**src/rtl/vector_alu.sv**
```systemverilog
// Two-stage pipelined lane-parallel integer ALU with N/Z/V/C flags per lane.
// S1 holds the accepted operand bundle; S2 holds the computed result and flags.
module vector_alu #(
  parameter int WIDTH = 16,
  parameter int LANES = 4
) (
  input  logic                     clk,
  input  logic                     rst,
  input  logic                     flush,
  input  logic                     in_valid,
  output logic                     in_ready,
  input  logic [2:0]               op,
  input  logic [LANES*WIDTH-1:0]   a,
  input  logic [LANES*WIDTH-1:0]   b,
  output logic                     out_valid,
  input  logic                     out_ready,
  output logic [LANES*WIDTH-1:0]   result,
  output logic [LANES-1:0]         n,
  output logic [LANES-1:0]         z,
  output logic [LANES-1:0]         v,
  output logic [LANES-1:0]         c
);

  localparam logic [2:0] OP_ADD = 3'b000;
  localparam logic [2:0] OP_SUB = 3'b001;
  localparam logic [2:0] OP_AND = 3'b010;
  localparam logic [2:0] OP_OR  = 3'b011;
  localparam logic [2:0] OP_XOR = 3'b100;
  localparam logic [2:0] OP_RED = 3'b101;
  localparam logic [2:0] OP_PSA = 3'b110;

  logic                   s1_valid;
  logic [2:0]             s1_op;
  logic [LANES*WIDTH-1:0] s1_a;
  logic [LANES*WIDTH-1:0] s1_b;
  logic                   s2_load;
  logic                   in_xfer;

  logic [LANES*WIDTH-1:0] res_d;
  logic [LANES-1:0]       n_d, z_d, v_d, c_d;
  logic [WIDTH-1:0]       red_sum;
  logic [WIDTH-1:0]       la, lb, lbx, lr;
  logic [WIDTH:0]         sum;

  assign s2_load  = s1_valid && (!out_valid || out_ready);
  assign in_ready = !s1_valid || s2_load;
  assign in_xfer  = in_valid && in_ready;

  always_ff @(posedge clk or posedge rst) begin
    if (rst) begin
      s1_valid <= 1'b0;
      s1_op    <= '0;
      s1_a     <= '0;
      s1_b     <= '0;
    end else if (flush) begin
      s1_valid <= 1'b0;
    end else if (in_xfer) begin
      s1_valid <= 1'b1;
      s1_op    <= op;
      s1_a     <= a;
      s1_b     <= b;
    end else if (s2_load) begin
      s1_valid <= 1'b0;
    end
  end

  always_comb begin
    res_d   = '0;
    n_d     = '0;
    z_d     = '0;
    v_d     = '0;
    c_d     = '0;
    red_sum = '0;
    la      = '0;
    lb      = '0;
    lbx     = '0;
    lr      = '0;
    sum     = '0;
    for (int i = 0; i < LANES; i++) begin
      red_sum = red_sum + s1_a[i*WIDTH +: WIDTH];
    end
    for (int i = 0; i < LANES; i++) begin
      la  = s1_a[i*WIDTH +: WIDTH];
      lb  = s1_b[i*WIDTH +: WIDTH];
      // subtract is add of the inverted operand with carry-in, so c means no-borrow
      lbx = (s1_op == OP_SUB) ? ~lb : lb;
      sum = {1'b0, la} + {1'b0, lbx} + {{WIDTH{1'b0}}, (s1_op == OP_SUB)};
      lr  = '0;
      case (s1_op)
        OP_ADD, OP_SUB: begin
          lr     = sum[WIDTH-1:0];
          c_d[i] = sum[WIDTH];
          v_d[i] = (la[WIDTH-1] == lbx[WIDTH-1]) && (lr[WIDTH-1] != la[WIDTH-1]);
        end
        OP_AND:  lr = la & lb;
        OP_OR:   lr = la | lb;
        OP_XOR:  lr = la ^ lb;
        OP_RED:  lr = (i == 0) ? red_sum : '0;
        OP_PSA:  lr = la;
        default: lr = lb;
      endcase
      res_d[i*WIDTH +: WIDTH] = lr;
      n_d[i] = lr[WIDTH-1];
      z_d[i] = (lr == '0);
    end
  end

  always_ff @(posedge clk or posedge rst) begin
    if (rst) begin
      out_valid <= 1'b0;
      result    <= '0;
      n         <= '0;
      z         <= '1;
      v         <= '0;
      c         <= '0;
    end else if (flush) begin
      out_valid <= 1'b0;
    end else if (s2_load) begin
      out_valid <= 1'b1;
      result    <= res_d;
      n         <= n_d;
      z         <= z_d;
      v         <= v_d;
      c         <= c_d;
    end else if (out_ready) begin
      out_valid <= 1'b0;
    end
  end

endmodule

```
**config.mk**
```make
export PLATFORM = sky130hd
export DESIGN_NAME = vector_alu
export DESIGN_NICKNAME = d
export VERILOG_FILES = /design/src/rtl/vector_alu.sv
export SDC_FILE = /design/constraint.sdc
export NUM_CORES = 1
export LEC_CHECK = 0
export ABC_CLOCK_PERIOD_IN_PS = 7300
export CORE_MARGIN = 5
export CORE_UTILIZATION = 31
export DETAILED_ROUTE_END_ITERATION = 8
export GPL_TIMING_DRIVEN = 0
export RECOVER_POWER = 100
export SLEW_MARGIN = 40
export SYNTH_ARGS = -nofsm -noshare
export SYNTH_HDL_FRONTEND = slang
export SYNTH_SLANG_ARGS = --single-unit
```
**constraint.sdc**
```tcl
create_clock -name clk -period 7.3 [get_ports clk]
set_input_delay 1.095 -clock clk [delete_from_list [all_inputs] [get_ports clk]]
set_output_delay 1.095 -clock clk [all_outputs]
set_load 0.01 [all_outputs]
```
==> flow_summary.ini <==
[global_route]
antenna_found_initial = 2
grt-ovfl-total = 0
grt_max_degree = 75
grt_pass1_vias = 16400
grt_util_all_layers = 0.226
grt_pass1_wl_um = 108000

[finish]
design_area_sq_mm = 0.0221
drive_above_1_share = 0.124
layoutNonFillerInstCount = 2988
fin_nets = 2577
area_delta_synth_final_pct = 22.4
n_antenna_cell = 0

[worst_setup_path]
critPathRequiredTime_ps = 7810
path_common_cell = buf_2
worst-path-max-fanout = 10
crit_slowest_cell = nor4bb_1
worstPathArrival_ps = 7530
start_kind = register
cp-end-kind = register
crit_chain = buf_4 -> buf_6 -> or2_0 -> buf_2 -> buf_2 -> buf_2 -> nor2_1 -> buf_2 -> xnor2_1 -> ha_1 -> a21o_1 -> a21o_1 -> a221oi_2 -> o211ai_1 -> a221o_1 -> xor2_1 -> a21oi_1 -> nor4bb_1 -> a32o_1
path_class = reg2reg
max_stage_delay_ps = 660

[synthesis]
async_reset_ff_frac = 1.00
syn-cell-area_sq_mm = 0.0181
ys_ff_latch = 209
synth_edf_count = 0
yosys_warnings = 0
synth.distinct_cells = 87
yosysTopAreaCell = dfrtp_1
ys_top_cells_by_area = dfrtp_1 (28%), ha_1 (14%), mux2_2 (8.8%)
yosysTopAreaCellShare = 0.284
synth.avg_cell_area_sq_um = 9.24
syn_inst = 1954
seq_area_frac_synth = 0.290
synth_top_flop_cell = dfrtp_1
syn_nets = 2327

[clock_tree]
clock_latency_ps = 570
cts_max_level = 1
cts_resized = 0
hold_buffers = 0
clock-sinks = 209
cts_root_buffer = clkbuf_16
cts_tree = yes
cts_setup_buffers = 0
numCtsBuffers = 27
cts_buffer_depth = 3
clk_pin_slew_ps = 70

[route]
first_pass_iters = 6
vias_per_cell = 5.50
vias = 16400
wl_um = 74600
routedWlPerCell_um = 25.0
drc = 0
drt_iter0_markers = 1541
postRouteAntennaNets = 0

[placement]
hpwl_um = 57600
dp_cells = 2940
pre_cts_slack_ps = 534
postPlaceCellArea_sq_mm = 0.0213
routabilityCongestion = 0.984
io_buffers = 217

[timing]
fin_crit_ps = 7020
hold_violations = 0
fmax_ghz = 0.142
finalSetupViolations = 0
fin_crit_sh = 0.962
setup_tns_ps = 0
tightest_slew_ps = 3270
drv_slew = 140
skew_ps = 20.2
rsz0062_at_grt = no
setup_ws_ps = 280
slew-limit-headroom = -1.19

[die]
io_pins = 218
die_h_um = 251
die_w_um = 251
core_sq_mm = 0.0577
start_util = 0.313
core.rowCount = 88
die_area_sq_mm = 0.0632

[run_status]
status = finished, violations left
violations = capacitance limit, slew limit

[pwr]
p_leak_nw = 10.1
power_density_mw_per_mm2 = 328
total_power_mw = 7.24
peakVddDrop_mv = 0.137

[run]
cap_violations = 2

[hold_path]
hold_path_class = reg2reg
## placed cells by master (no fill, tap or decap), drive strengths merged, types with 89 or more instances in the layout
cell           netlist  layout
dfrtp              205     205
ha                 203     203
inv                185     186
nand2              147     147
mux2               141     141
clkdlybuf4s50        0     133
a21oi              128     128
o21ai              113     113
nor2               101     101
xnor2               89      89
## synthesized netlist by cell type, types with 10 or more instances
cell type / number
buf_4: 14
xor2_1: 17
clkbuf_1: 42
mux2_2: 141
fa_1: 34
buf_1: 10
a21o_1: 33
nor2b_1: 19
a211oi_1: 27
buf_2: 34
a21oi_1: 128
o31ai_1: 11
a22oi_1: 22
nor3_1: 20
nor2_1: 101
a221oi_1: 24
nand2b_1: 28
xnor2_1: 89
o21ai_0: 107
o22ai_1: 33
ha_1: 203
mux2i_1: 57
and3_1: 13
inv_1: 184
nand3_1: 17
dfrtp_1: 205
o21a_1: 14
a31oi_1: 21
nand2_1: 147
## critical path: cells and delay by family, from the launching register on
kind | cells | cell delay (ps)
flops | 1 | 510
simple gates | 3 | 1450
buf+inv | 6 | 2050
xor+xnor | 2 | 340
fa+ha+maj | 1 | 370
compound gates | 7 | 2190
## path summary, 6_finish.rpt
kind | start | to | slack (ps) | cells after the start
worst max-delay path | s1_op[2] | z[3] | 280 | 19
worst min-delay path | result[2] | result[2] | 470 | 2
worst max register to register | s1_op[2] | z[3] | 280 | 19
worst min register to register | result[2] | result[2] | 470 | 2
max in group asynchronous | rst | result[27] | 2470 | 3
min in group asynchronous | rst | s1_b[52] | 1950 | 2
## final cells by class
type | instances | area, sq um
buffer | 101 | 503
clock buffer | 36 | 729
clock inverter | 12 | 153
fill | 5904 | 35600
inverter | 185 | 696
multi-input combinational | 1459 | 11600
sequential | 209 | 5240
tap | 765 | 957
timing repair buffer | 221 | 2220
## cells by family after synthesis
family	count (synthesis)	synth area share
buf+inv	286	0.0651
flops	209	0.290
xor+xnor	106	0.0514
simple gates	406	0.108
compound gates	510	0.185
fa+ha+maj	237	0.178
mux	200	0.122
## metal layers
metal | wire [um] | GRT usage | vias up | part of all wire
met5 | 0 | 0 | - | 0
li1 | - | - | 7432 | -
met3 | 5430 | 0.0335 | 159 | 0.073
met2 | 34100 | 0.369 | 784 | 0.46
met4 | 3250 | 0.0859 | 0 | 0.044
met1 | 31900 | 0.304 | 8055 | 0.43
## registers in the layout, indices dropped and copies added (netlist names)
name / count
c: 4
out_valid: 1
result: 64
s1_a: 64
s1_b: 64
s1_op: 3
s1_valid: 1
v: 4
z: 4
## stage by stage
stage | hold WS, ps | utilization
final | 471 | 0.383
after global routing | 508 | 0.383
after CTS | 476 | 0.385
after detailed placement | 468 | 0.369
after global placement | 460 | 0.367
after floorplan | 468 | -
## power breakdown
part           internal [mW]  total [mW]  switching (mW)
registers               1.42        1.71           0.288
logic                   1.77        4.17            2.40
clock network          0.807        1.37           0.560
(Power assumes the default switching activity.)
